## config.mk

```make
export PLATFORM = sky130hd
export DESIGN_NAME = ddr3_rd_control
export DESIGN_NICKNAME = d
export VERILOG_FILES = /design/src/rtl/ddr3_ctrl_pkg.sv /design/src/rtl/rd_credit_cntr.sv /design/src/rtl/ddr3_rd_control.sv
export SDC_FILE = /design/constraint.sdc
export NUM_CORES = 1
export LEC_CHECK = 0
export ABC_AREA = 1
export BUFFER_PORTS_ARGS = -buffer_cell sky130_fd_sc_hd__buf_2
export CAP_MARGIN = 20
export CELL_PAD_IN_SITES_DETAIL_PLACEMENT = 1
export CELL_PAD_IN_SITES_GLOBAL_PLACEMENT = 1
export CORE_AREA = 2 2 185 187
export DETAILED_ROUTE_END_ITERATION = 12
export DIE_AREA = 0 0 187 189
export MAX_ROUTING_LAYER = met4
export PLACE_DENSITY = 0.89
export SETUP_SLACK_MARGIN = 0.2
export SYNTH_ARGS = -nofsm -noshare
export SYNTH_HDL_FRONTEND = slang
export SYNTH_HIERARCHICAL = 1
export SYNTH_SLANG_ARGS = --single-unit
```

## constraint.sdc

```tcl
create_clock -name clk -period 7 [get_ports clk]
set_input_delay 0.35 -clock clk [delete_from_list [all_inputs] [get_ports clk]]
set_output_delay 0.35 -clock clk [all_outputs]
set_load 0.01 [all_outputs]
```

## src/rtl/ddr3_ctrl_pkg.sv

```systemverilog
// Shared definitions for the DDR3 fill write/read controllers: FSM encoding and
// fill-header field positions.
package ddr3_ctrl_pkg;

    localparam int S_IDLE  = 0;
    localparam int S_LOAD  = 1;
    localparam int S_ISSUE = 2;
    localparam int S_DRAIN = 3;
    localparam int S_DONE  = 4;
    localparam int S_ERR   = 5;
    localparam int NUM_ST  = 6;

    typedef enum logic [NUM_ST-1:0] {
        ST_IDLE  = NUM_ST'(1 << S_IDLE),
        ST_LOAD  = NUM_ST'(1 << S_LOAD),
        ST_ISSUE = NUM_ST'(1 << S_ISSUE),
        ST_DRAIN = NUM_ST'(1 << S_DRAIN),
        ST_DONE  = NUM_ST'(1 << S_DONE),
        ST_ERR   = NUM_ST'(1 << S_ERR)
    } rd_state_t;

    localparam int START_ADDR_MSB = 75;
    localparam int START_ADDR_LSB = 53;
    localparam int BURST_CNT_MSB  = 22;
    localparam int BURST_CNT_LSB  = 0;
    localparam int CNT_W          = 24;

endpackage

```

## src/rtl/rd_credit_cntr.sv

```systemverilog
// Outstanding read-request counter: up on accept, down on returned beat, both
// at once leaves it unchanged.
module rd_credit_cntr #(
    parameter int MAX = 16,
    parameter int W   = $clog2(MAX + 1)
) (
    input  logic clk,
    input  logic reset,
    input  logic clr,
    input  logic inc,
    input  logic dec,
    output logic below_lim,
    output logic zero
);
    logic [W-1:0] cnt_q, cnt_d;

    always_comb begin
        cnt_d = cnt_q;
        if (clr)
            cnt_d = '0;
        else if (inc && !dec)
            cnt_d = cnt_q + W'(1);
        else if (dec && !inc)
            cnt_d = cnt_q - W'(1);
    end

    always_ff @(posedge clk or posedge reset) begin
        if (reset) cnt_q <= '0;
        else       cnt_q <= cnt_d;
    end

    assign below_lim = (cnt_q < W'(MAX));
    assign zero      = (cnt_q == '0);
endmodule

```

## src/rtl/ddr3_rd_control.sv

```systemverilog
// Reads completed fills back from DDR3 via the MIG user port into the readout FIFO.
// Define RD_CTRL_CHECKSUM_EN to check each fill's trailing XOR checksum burst.
module ddr3_rd_control
    import ddr3_ctrl_pkg::*;
#(
    parameter int ADDR_W       = 23,
    parameter int DATA_W       = 128,
    parameter int MAX_OUTST    = 16,
    parameter int EXTRA_BURSTS = 2
) (
    input  logic              clk,
    input  logic              reset,
    input  logic              rd_enabled,
    input  logic [127:0]      fill_header_rd_dat,
    input  logic              fill_header_empty,
    output logic              fill_header_rd_en,
    output logic [ADDR_W+2:0] ddr3_rd_addr,
    output logic              rd_app_en,
    input  logic              rd_app_rdy,
    input  logic [DATA_W-1:0] app_rd_data,
    input  logic              app_rd_data_valid,
    output logic [DATA_W-1:0] rd_fifo_dat,
    output logic              rd_fifo_wr_en,
    input  logic              rd_fifo_prog_full,
    output logic              rd_busy,
    output logic              rd_done,
    output logic              rd_sync_err,
    output logic              cksum_err
);
    rd_state_t         state_q, state_d;
    logic [ADDR_W-1:0] addr_q, addr_d;
    logic [CNT_W-1:0]  req_q, req_d, beat_q, beat_d, hdr_cnt;
    logic [6:0]        win_q, win_d;
    logic [DATA_W-1:0] dat_q;
    logic              wr_q, sync_err_q;
    logic              below_lim, outst_zero, accept, beat_ok, stray;
    logic              unused_hdr;

    assign unused_hdr = ^{fill_header_rd_dat[127:START_ADDR_MSB+1],
                          fill_header_rd_dat[START_ADDR_LSB-1:BURST_CNT_MSB+1]};
    assign hdr_cnt = CNT_W'(fill_header_rd_dat[BURST_CNT_MSB:BURST_CNT_LSB]) + CNT_W'(EXTRA_BURSTS);

    assign rd_app_en = rd_enabled && (state_q == ST_ISSUE) && (req_q != '0)
                       && below_lim && !rd_fifo_prog_full;
    assign accept  = rd_app_en && rd_app_rdy;
    assign beat_ok = app_rd_data_valid && rd_enabled && !outst_zero;
    // Late beats from an aborted fill are dropped silently while the window runs.
    assign stray   = app_rd_data_valid && rd_enabled && outst_zero && (win_q == '0);

    rd_credit_cntr #(.MAX(MAX_OUTST)) u_credit (
        .clk       (clk),
        .reset     (reset),
        .clr       (!rd_enabled),
        .inc       (accept),
        .dec       (beat_ok),
        .below_lim (below_lim),
        .zero      (outst_zero)
    );

    always_comb begin
        state_d = state_q;
        addr_d  = addr_q;
        req_d   = req_q;
        beat_d  = beat_q;
        win_d   = (win_q != '0) ? win_q - 7'd1 : '0;
        if (accept) begin
            addr_d = addr_q + ADDR_W'(1);
            req_d  = req_q - CNT_W'(1);
        end
        if (beat_ok)
            beat_d = beat_q - CNT_W'(1);
        case (state_q)
            ST_IDLE:  if (!fill_header_empty) state_d = ST_LOAD;
            ST_LOAD: begin
                addr_d  = ADDR_W'(fill_header_rd_dat[START_ADDR_MSB:START_ADDR_LSB]);
                req_d   = hdr_cnt;
                beat_d  = hdr_cnt;
                state_d = ST_ISSUE;
            end
            ST_ISSUE: if (req_q == '0)  state_d = ST_DRAIN;
            ST_DRAIN: if (beat_q == '0) state_d = ST_DONE;
            ST_DONE:  state_d = ST_IDLE;
            ST_ERR:   state_d = ST_ERR;
            default:  state_d = ST_IDLE;
        endcase
        if (stray)
            state_d = ST_ERR;
        if (!rd_enabled) begin
            state_d = ST_IDLE;
            addr_d  = '0;
            req_d   = '0;
            beat_d  = '0;
            if (state_q != ST_IDLE)
                win_d = 7'd64;
        end
    end

    always_ff @(posedge clk or posedge reset) begin
        if (reset) begin
            state_q    <= ST_IDLE;
            addr_q     <= '0;
            req_q      <= '0;
            beat_q     <= '0;
            win_q      <= '0;
            dat_q      <= '0;
            wr_q       <= 1'b0;
            sync_err_q <= 1'b0;
        end else begin
            state_q <= state_d;
            addr_q  <= addr_d;
            req_q   <= req_d;
            beat_q  <= beat_d;
            win_q   <= win_d;
            wr_q    <= beat_ok;
            if (beat_ok) dat_q <= app_rd_data;
            if (stray)   sync_err_q <= 1'b1;
        end
    end

`ifdef RD_CTRL_CHECKSUM_EN
    logic [DATA_W-1:0] acc_q;
    logic              cks_q;

    // The final beat of a fill carries the XOR of all earlier beats.
    always_ff @(posedge clk or posedge reset) begin
        if (reset) begin
            acc_q <= '0;
            cks_q <= 1'b0;
        end else if (state_q == ST_LOAD) begin
            acc_q <= '0;
        end else if (beat_ok) begin
            if (beat_q == CNT_W'(1)) begin
                if (acc_q != app_rd_data) cks_q <= 1'b1;
            end else begin
                acc_q <= acc_q ^ app_rd_data;
            end
        end
    end
    assign cksum_err = cks_q;
`else
    assign cksum_err = 1'b0;
`endif

    assign fill_header_rd_en = (state_q == ST_LOAD);
    assign ddr3_rd_addr      = {addr_q, 3'b000};
    assign rd_fifo_dat       = dat_q;
    assign rd_fifo_wr_en     = wr_q;
    assign rd_busy           = (state_q != ST_IDLE);
    assign rd_done           = (state_q == ST_DONE);
    assign rd_sync_err       = sync_err_q;
endmodule

```

### Yosys cells after proc, flatten, opt, wreduce, memory -nomap -nowiden

Cells that the tools add are included.
W data, S select, Z words.

| operators by class | value |
|---|---|
| equality and inequality tests | 13 |
| multiplexer cells | 21 |
| add/subtract/negate cells | 7 |
| reduce and logical (&&, ||, !) cells | 22 |
| magnitude comparators | 1 |

Operator list:

| cell | number |
|---|---|
| $mux W24 | 6 |
| $mux W23 | 3 |
| $logic_not A24 Y1 | 2 |
| $sub A24 B1 Y24 const B | 2 |
| $mux W6 | 5 |
| $pmux W6 S5 | 1 |
| $add A23 B2 Y24 const B | 1 |
| $reduce_bool A24 Y1 | 1 |
| $add A23 B1 Y23 const B | 1 |
| $mux W7 | 3 |
| $mux W5 | 3 |
| $logic_and A1 B1 Y1 | 11 |
| $ne A3 B1 Y1 const B | 3 |
| $ne A4 B4 Y1 const B | 2 |
| $logic_not A7 Y1 | 1 |
| $reduce_bool A7 Y1 | 1 |
| $sub A7 B1 Y7 const B | 1 |
| $eq A6 B1 Y1 const B | 1 |
| $eq A6 B2 Y1 const B | 1 |
| $eq A6 B3 Y1 const B | 1 |
| $eq A6 B4 Y1 const B | 1 |
| $eq A6 B5 Y1 const B | 1 |
| $eq A6 B6 Y1 const B | 1 |
| $ne A6 B1 Y1 const B | 1 |
| other kinds (7) | 10 |

| storage, ports and cells | value |
|---|---|
| bits of input ports | 263 |
| register bits after elaboration | 219 |

### Depth between registers and ports, before layout

Gate-level depths: netlist of the first run.

| logic depth | value |
|---|---|
| depth after elaboration | 11 |
| depth in mapped cells | 16 |
| mapped depth without buffers | 16 |

### Hierarchy

The synthesis of the first run kept the hierarchy.

By module, submodules not included:

| module | cells each | area each (µm²) | instances | sequential area each (µm²) |
|---|---|---|---|---|
| ddr3_rd_control | 1555 | 11165.7 | 1 | 5356.4 |
| rd_credit_cntr | 56 | 406.6 | 1 | 125.1 |

### Worst setup path after synthesis of the first run

No wires, ideal clock.

| timing | value |
|---|---|
| kind | flip-flop to flip-flop |
| from | reg u_credit.cnt_q[0] |
| to | reg u_credit.cnt_q[4] |
| clock period less this slack | 2.371 ns |
| arrival time | 2.253 ns |
| path slack | 4.629 ns |
| path buffers | 1 |
| setup time | 0.117 ns |
| required time | 6.883 ns |
| cell stages (with the launch flop) | 15 |
| path through | dfrtp_1 > inv_1 > nand3_1 > nor3_1 > nor3_4 > clkbuf_1 > inv_1 > ha_1 > inv_1 > ha_1 > or2_1 > nand2_1 > nand2_1 > nand3_1 > nand2_1 |

| on the way | value |
|---|---|
| cells in the longest elaborated chain, start to end | 7 |
| elaborated cells between the ends (all ways) | 17 |
| those cells by class | 2 x add/sub; 1 x order compare; 1 x eq/ne; 3 x mux; 10 x reduce/logical |

RTL lines:

| element | RTL line | source |
|---|---|---|
| start: declaration | rd_credit_cntr.sv:15 | `logic [W-1:0] cnt_q, cnt_d;` |
| start signal: assignment | rd_credit_cntr.sv:29 | `else cnt_q <= cnt_d;` |
| $logic_not A5 Y1 * | rd_credit_cntr.sv:33 | `assign zero = (cnt_q == '0);` |
| net outst_zero | ddr3_rd_control.sv:36 | `logic below_lim, outst_zero, accept, beat_ok, stray;` |
| $logic_not A1 Y1 * | ddr3_rd_control.sv:46 | `assign beat_ok = app_rd_data_valid && rd_enabled && !outst_zero;` |
| $logic_and A1 B1 Y1 * | ddr3_rd_control.sv:46 |  |
| net beat_ok | ddr3_rd_control.sv:36 |  |
| $logic_not A1 Y1 | rd_credit_cntr.sv:21 | `else if (inc && !dec)` |
| $logic_and A1 B1 Y1 | rd_credit_cntr.sv:21 |  |
| $mux W5 | rd_credit_cntr.sv:21 |  |
| $mux W5 | rd_credit_cntr.sv:19 | `if (clr)` |

The timed path passes the listed nets; every way through them passes the cells marked *. The select of a mux whose other input is x is not followed.
A chain may end at the register's enable or synchronous reset.

### Worst setup path after layout of the first run

| timing | value |
|---|---|
| from | reg state_q[0] |
| to | out fill_header_rd_en |

| on the way | value |
|---|---|
| cells in the longest elaborated chain, start to end | 1 |

RTL lines:

| element | RTL line | source |
|---|---|---|
| start: declaration | ddr3_rd_control.sv:30 | `rd_state_t state_q, state_d;` |
| start signal: assignment | ddr3_rd_control.sv:109 | `state_q <= state_d;` |
| $eq A6 B2 Y1 | ddr3_rd_control.sv:144 | `assign fill_header_rd_en = (state_q == ST_LOAD);` |
| end: declaration | ddr3_rd_control.sv:16 | `output logic fill_header_rd_en,` |

Every way passes these cells.

==> results of run 1 <==
## layer usage
layer | GRT usage, % | routed length, um | vias up
met3 | 4.52 | 2630 | 164
met2 | 48.0 | 23900 | 428
met4 | 15.7 | 3230 | 0
met5 | - | 0 | -
met1 | 29.6 | 18400 | 6225
li1 | - | - | 5829
## kinds of logic after synthesis
group / Yosys count / share of synthesized area [%]
mux: 4 / 0.346
compound gates: 135 / 6.02
fa+ha+maj: 13 / 1.47
simple gates: 1045 / 36.6
other cells: 1 / 0.0324
xor+xnor: 27 / 2.04
buf+inv: 167 / 6.10
flops: 219 / 47.4
## layout make-up
cell class | instances | area share [%]
repair buffers | 418 | 16.3
well taps | 448 | 3.69
clock inverters | 9 | 0.412
multi-input cells | 1228 | 35.5
inverters | 109 | 2.77
diodes | 5 | 0.0823
flip-flops and latches | 219 | 36.1
clock buffers | 40 | 5.16
## worst reg2reg max path, stage by stage (launching register included)
cell and delay [ns]:
dfrtp_1 0.41, inv_1 0.11, nand3_1 0.08, nor3_1 0.38
nor3_4 0.08, buf_4 0.34, inv_4 0.42, buf_4 0.85
nand2_1 0.27, nand2_1 0.20
## sequential cells by signal, indices dropped and copies added, names as in the netlist
signal,flops
addr_q,23
win_q,7
rd_sync_err,1
u_credit/cnt_q,5
rd_fifo_wr_en,1
beat_q,24
rd_fifo_dat,128
req_q,24
state_q,6
## per-stage QoR
step,area (um2),std cells
floorplan,11600,1614
global placement,13600,2348
detailed placement,13600,2348
CTS,15200,2470
global route,15200,2476
finish,15200,2476
## repair_timing
action | in CTS | in global routing
endpoints found under the hold margin | 77 | 1
setup endpoints to repair | 0 | 0
hold buffers | 73 | 1
## final timing paths
kind                                   startpoint                end  slack [ns]
max in group asynchronous                   reset          beat_q[1]        5.12
worst min-delay path              app_rd_data[23]    rd_fifo_dat[23]        0.02
worst min register to register           win_q[0]           win_q[0]        0.45
worst max-delay path                   state_q[0]  fill_header_rd_en        3.78
min in group asynchronous                   reset  u_credit/cnt_q[1]        0.31
worst max register to register  u_credit/cnt_q[0]    rd_fifo_dat[60]        3.81
## power by group
part / switching (uW) / internal (uW)
Clock: 595 / 776
Combinational: 1870 / 956
Sequential: 454 / 1810
## placed cells by master, fill, tap and decap left out, drive strengths merged, types with 5 or more instances in the layout
cell type	netlist	layout
buf	36	344
nor3	10	10
nand3	109	109
nand2	737	737
o21ai	97	97
clkbuf	22	40
xnor2	6	6
a21oi	28	28
dlygate4sd3	0	74
nor2	158	158
diode	0	5
ha	12	12
nand4	18	18
clkinv	0	7
inv	109	110
or2	7	7
xor2	21	21
dfrtp	218	218
==> out/qor.txt, run 1 <==
status: complete, no violations
share of async-settable or async-resettable flops after synthesis: 100%
Post-synth EDFFs: 0
Via-to-Cell Ratio: 5.11
GPL Wtd Cong: 0.882
Worst EP required: 6.65 ns
Worst slew margin: 34.8%
Syn. warnings: 6
crit path cell chain: nor2_1 > nand3_2 > buf_4 > inv_1 > buf_2
dominant cells by area after synthesis: dfrtp_1 (47%), nand2_1 (24%), nor2_1 (4.8%)
Fill cells: 4293
PnR Total Power: 6460 uW
worst skew pair latency: 0.56 ns
Wirelength per Cell: 19.5 um
cell with the most instances after synthesis: nand2_1
Layout area overhead: 31.3%
Longest Clk Path Bufs: 3
peak supply drop: 261 uV
WS Path Type: flop to output pin
post-synth top area share: 47.1%
GR Overflow Total: 0
vias post-DR: 12600
Setup TNS: 0 ns
Worst path max stage delay: 0.64 ns
root buffer cell: clkbuf_16
IO Port Bufs: 337
Buf/Inv on CP: 3
Crit path max-delay family: buffers and inverters
static leakage: 0.00830 uW
first-pass detailed-route iteration total: 5
Primary FF master, synth: dfrtp_1
DP Wirelength: 30.5 mm
Antenna Violating Nets Remaining: 0
Synth area leader: dfrtp_1
Stages on worst setup path: 5
Reg area: 5480 um2
CTS tree: done
Multi-input gate area: 5400 um2
Avg Inst Size Synth: 7.18 um2
Num CTS Buffers: 27
Initial Utilization: 34.8%
crit path DAT: 2.87 ns
CP Launch Type: flop
crit end category: output pin
Util after Layout: 45.7%
Final min period: 3.22 ns
largest fanout on the critical path: 66
Hold WS: 0.0174 ns
count of pins over their slew limit: 0
clk slew on worst S/H paths: 0.06 ns
cts repair resizes: 0
Total Routing Usage GR: 27.4%
Seq/Total Area, Yosys: 47.4%
vias in the first global route: 13800
share of cells above drive strength 1: 20.4%
chip height: 189 um
final setup vio count: 0
Rows: 67
Fmax achieved: 311 MHz
Distinct cells, synth: 43
Max Cap Violations: 0
Clock Skews: 0.0271 ns
DRT iter0 DRCs: 676
clk sink count: 219
die area: 35300 um2
H-tree Lvls: 1
first-pass GRT wire length: 74.8 mm
Remaining DRCs: 0
Post-Syn Instances: 1611
Hold Path Class: input port to flop
Worst path slowest cell: buf_4
Core ar.: 33300 um2
initial antenna violation count: 5
r2r worst-path depth: 9
final period utilization: 45.9%
Hold Path Depth: 3
Post-Route WL: 48.2 mm
final hold viol count: 0
RSZ-0062 raised after global routing: no
pin count of the biggest net entering global routing: 114
Final #Nets: 2279
Synth top cells by count: nand2_1 (735), dfrtp_1 (218), nor2_1 (147), nand3_1 (108), inv_1 (106)
cell area power density: 425 nW/um2
DP Worst Slack: 3.65 ns
Die X: 187 um
Post-CTS Repair Setup Buffers: 0
number of synthesized register bits: 219
io pins: 424
Final WS setup: 3.78 ns
synthesized cell area: 11600 um2
actual slew at the worst max-slew pin: 0.978 ns
Power figures use the tool's default switching activity.
==> inputs of run 2 (changes only) <==
Settings changed: CORE_AREA 2 2 185 187 to 2 2 197 199, DIE_AREA 0 0 187 189 to 0 0 199 201, PLACE_DENSITY 0.89 to 0.83.
Clock period 7 ns to 2.95 ns, I/O delays scaled along.
==> run 2 against run 1 <==
Combinational power rose by 140%. Hold slack better by 0.0025 ns. Clock power increased to 2.6 times the previous value. Flip-flop and latch count unchanged. Sequential power grew 140%. Setup slack got worse by 3.4 ns. Sequential share of layout area down 2.4 points. Die area rose by 13%. Critical path depth up 9. Largest cell class unchanged. Highest routed layer unchanged.
==> out/qor.txt, run 2 (same netlist as run 1, synthesis figures left out) <==
clk slew on worst S/H paths: 0.06 ns
RSZ-0062 raised after global routing: no
Antenna Violating Nets Remaining: 0
Worst EP required: 3.41 ns
GPL Wtd Cong: 0.898
Worst slew margin: 42.5%
Rows: 72
Longest Clk Path Bufs: 3
initial antenna violation count: 6
static leakage: 0.00872 uW
vias post-DR: 13000
WS Path Type: flop to flop
r2r worst-path depth: 14
crit end category: flop
most frequent cells in the layout: nand2_1 (735), buf_2 (337), dfrtp_1 (218), dlygate4sd3_1 (150), nor2_1 (147)
Final #Nets: 2366
cell area power density: 967 nW/um2
Hold EP: addr_q[9]
peak supply drop: 568 uV
Final min period: 2.52 ns
DRT iter0 DRCs: 521
final period utilization: 85.3%
Hold Path Depth: 5
count of pins over their slew limit: 0
IO Port Bufs: 337
actual slew at the worst max-slew pin: 0.860 ns
largest fanout on the critical path: 6
R2R Path End: u_credit/cnt_q[4]
Util after Layout: 42.7%
GR Overflow Total: 0
Clock Skews: 0.0154 ns
Fill cells: 4778
most common cell after layout, fill and taps aside: nand2_1
pin count of the biggest net entering global routing: 129
worst skew pair latency: 0.57 ns
share of cells above drive strength 1: 20.2%
Total Routing Usage GR: 25.9%
H-tree Lvls: 1
Num CTS Buffers: 28
Wirelength per Cell: 19.1 um
Layout area overhead: 40.5%
CP most frequent cell: nand2_1
CP startpoint: req_q[8]
Worst path max stage delay: 0.42 ns
Core ar.: 38100 um2
PnR Total Power: 15700 uW
crit path cell chain: nor2_2 > nand2_1 > nor2_2 > nand3_1 > nand4_2 > inv_1 > ha_1 > inv_2 > ha_1 > or2_1 > nand2_1 > nand2_1 > nand3_1 > nand2_1
CP Launch Type: flop
Hold Crit Start: fill_header_rd_dat[62]
Via-to-Cell Ratio: 4.93
Initial Utilization: 30.4%
root buffer cell: clkbuf_16
Die X: 199 um
status: complete, no violations
final hold viol count: 0
Post-Route WL: 50.3 mm
vias in the first global route: 14400
DP Wirelength: 31.8 mm
Hold Path Class: input port to flop
Remaining DRCs: 0
clk sink count: 219
Hold WS: 0.0199 ns
max reg flops: 128
io pins: 424
Fmax achieved: 397 MHz
Worst path slowest cell: dfrtp_1
Setup TNS: 0 ns
R2R Path Start: req_q[8]
first-pass GRT wire length: 78.8 mm
crit path DAT: 2.97 ns
die area: 40000 um2
final setup vio count: 0
internal reg-to-reg setup slack: 0.43 ns
CTS tree: done
Max Cap Violations: 0
chip height: 201 um
first-pass detailed-route iteration total: 5
==> run 2: layer usage <==
metal	global-route usage (%)	part of all wire, %	wire length, um	up-vias
li1	-	-	-	6000
met1	29.1	40	19900	6374
met2	44.0	49	24800	460
met3	4.67	5.5	2790	159
met4	13.0	5.6	2830	0
met5	-	0	0	-
==> run 2: area by class of cell <==
class | count | area (um2) | share of cell area (%)
Clock buffer | 44 | 851 | 5.23
Timing Repair Buffer | 504 | 3360 | 20.6
Clock inverter | 7 | 96.3 | 0.593
Antenna cell | 5 | 12.5 | 0.0770
Multi-Input combinational cell | 1228 | 5400 | 33.2
Sequential cell | 219 | 5480 | 33.7
Tap cell | 518 | 648 | 3.99
Inverter | 109 | 417 | 2.56
==> run 2: worst max-delay path, delay by kind of cell (launching register included) <==
kind                     cells  cell delay, ns
adder cells (fa/ha/maj)      2            0.50
buffers and inverters        2            0.18
flip-flops                   1            0.42
AND/OR/NAND/NOR             10            1.31
==> run 2: per-stage QoR <==
stage | setup slack (ns) | cell area, um2 | instances
detailed placement | 0.386 | 13800 | 2428
global placement | 0.438 | 13800 | 2428
CTS | 0.371 | 16200 | 2629
finish | 0.433 | 16300 | 2634
floorplan | 0.0192 | 11600 | 1614
global route | 0.176 | 16300 | 2634
==> run 2: worst max-delay path by stage <==
stage / slack [ns] / endpoint
after floorplan: 0.02 / addr_q[0]
after global placement: 0.44 / u_credit/cnt_q[4]
after detailed placement: 0.39 / u_credit/cnt_q[4]
after CTS: 0.37 / u_credit/cnt_q[4]
after global routing: 0.18 / beat_q[2]
final: 0.43 / u_credit/cnt_q[4]
==> run 2: report_power, final <==
group / switching (uW) / internal [uW]
Combinational: 4440 / 2360
Clock: 1430 / 2140
Sequential: 1060 / 4290
==> run 2: repair_timing <==
item	in CTS	in global routing
setup endpoints to repair	0	31
buffers inserted	0	0
endpoints found under the hold margin	178	0
resized for setup	0	2
hold buffers	150	0
==> inputs of run 3 (changes only) <==
==> constraint.sdc (replaced) <==
create_clock -name clk -period 2.15 [get_ports clk]
set_input_delay 0.1075 -clock clk [delete_from_list [all_inputs] [get_ports clk]]
set_output_delay 0.1075 -clock clk [all_outputs]
set_load 0.005 [all_outputs]
==> run 3 against run 2 <==
Flip-flop and latch count is the same. Hold slack improved by 0.010 ns. Global-route usage grew 0.74 points. Highest routed layer unchanged. Non-clock buffer count rose by 82. Core utilization grew 3.0 points. Setup slack got worse by 0.39 ns. Clock skew is 0.0083 ns higher. Clock power increased by 43%. Wire length up 6.2%. Via count grew 3.2%.
==> out/qor.txt, run 3 (same netlist as run 1, synthesis figures left out) <==
largest fanout on the critical path: 2
WS Path Type: flop to output pin
CTS tree: done
Total Routing Usage GR: 26.6%
R2R Path End: u_credit/cnt_q[4]
Worst EP required: 2.04 ns
internal reg-to-reg setup slack: 0.04 ns
cell area power density: 1310 nW/um2
peak supply drop: 546 uV
RSZ-0062 raised after global routing: yes
Fmax achieved: 474 MHz
Antenna Violating Nets Remaining: 0
H-tree Lvls: 1
share of cells above drive strength 1: 25.3%
Placed Area: 14400 um2
Hold Path Class: input port to flop
Core ar.: 38100 um2
Final #Nets: 2448
most frequent cells in the layout: nand2_1 (727), buf_2 (336), dfrtp_1 (217), dlygate4sd3_1 (153), nor2_1 (132)
pin count of the biggest net entering global routing: 111
Layout area overhead: 50.3%
Hold EP: state_q[3]
Die X: 199 um
Final Instance Area: 17400 um2
IO Port Bufs: 337
Final min period: 2.11 ns
Setup TNS: 0 ns
Max Cap Violations: 0
root buffer cell: clkbuf_16
Hold Crit Start: fill_header_empty
final period utilization: 98.2%
clk sink count: 219
worst skew pair latency: 0.57 ns
io pins: 424
first-pass detailed-route iteration total: 4
max reg flops: 128
first-pass GRT wire length: 80.9 mm
actual slew at the worst max-slew pin: 0.673 ns
Post-Route WL: 53.4 mm
GPL Wtd Cong: 0.860
static leakage: 0.00921 uW
final setup vio count: 0
CP Launch Type: flop
Clock Skews: 0.0237 ns
Worst slew margin: 55.2%
DRT iter0 DRCs: 706
most common cell after layout, fill and taps aside: nand2_1
GR Overflow Total: 0
r2r worst-path depth: 14
Initial Utilization: 30.4%
vias post-DR: 13400
vias in the first global route: 14900
Longest Clk Path Bufs: 3
die area: 40000 um2
clk slew on worst S/H paths: 0.06 ns
Num CTS Buffers: 28
count of pins over their slew limit: 0
Fill cells: 4721
crit path DAT: 2.00 ns
R2R Path Start: req_q[16]
Via-to-Cell Ratio: 4.94
Hold Path Depth: 5
final hold viol count: 0
Wirelength per Cell: 19.7 um
initial antenna violation count: 6
crit end category: output pin
Remaining DRCs: 0
status: complete, no violations
Rows: 72
DP Wirelength: 32.5 mm
chip height: 201 um
run 3: critical path, stage by stage (launching register included):
cell and delay, ns:
dfrtp_1 0.39, nor2_2 0.17, nand2_2 0.11, nor2_4 0.15, nand3_4 0.12, buf_6 0.14, nand2_4 0.05, nor4_2 0.04
buf_4 0.15, buf_6 0.12
run 3: cell type report:
type                            instances  area (um2)  area share [%]
Multi-Input combinational cell       1228        5660            32.5
Inverter                              109         443            2.55
Sequential cell                       219        5480            31.5
Clock buffer                           37         764            4.39
Timing Repair Buffer                  586        4170            24.0
Clock inverter                         14         213            1.22
Tap cell                              518         648            3.73
Antenna cell                            6        15.0          0.0863
run 3: repair_timing:
action                                 CTS  global route
setup buffers                            7            12
gates cloned                             1             1
gates resized for setup                 39            36
hold buffers                           153             0
endpoints found under the hold margin  370             0
setup endpoints to repair               31           138
pin swaps                                9            12
run 3: where the power goes:
part	switching [uW]	internal [uW]
sequential	1440	5890
clock	1990	3100
combinational	6260	4170
run 3: per-layer routing:
metal	track usage [%]	share of wire (%)	vias up
li1	-	-	6183
met1	30.3	39	6655
met2	45.5	51	449
met3	4.99	5.8	123
met4	11.6	4.2	0
met5	-	0	-
run 3: worst max-delay path by stage:
stage	end	start	slack, ns
4_1_cts	rd_app_en	req_q[0]	0.08
2_1_floorplan	addr_q[0]	reset	-0.74
6_report	rd_app_en	req_q[16]	0.04
3_5_place_dp	u_credit/cnt_q[4]	req_q[14]	-0.08
3_3_place_gp	u_credit/cnt_q[4]	req_q[14]	-0.03
5_1_grt	u_credit/cnt_q[4]	req_q[18]	-0.07
run 3: through the flow:
| step | instances | hold WS, ns | setup slack, ns | utilization, % | total power (uW) |
|---|---|---|---|---|---|
| finish | 2717 | 0.0299 | 0.0392 | 45.6 | 22800 |
| global route | 2717 | 0.0404 | -0.0690 | 45.6 | 24400 |
| CTS | 2698 | 0.000730 | 0.0824 | 44.9 | 21800 |
| detailed placement | 2486 | 0.106 | -0.0803 | 37.8 | 16100 |
| global placement | 2486 | 0.0942 | -0.0293 | 37.8 | 15500 |
| floorplan | 1614 | -0.114 | -0.741 | - | 11900 |
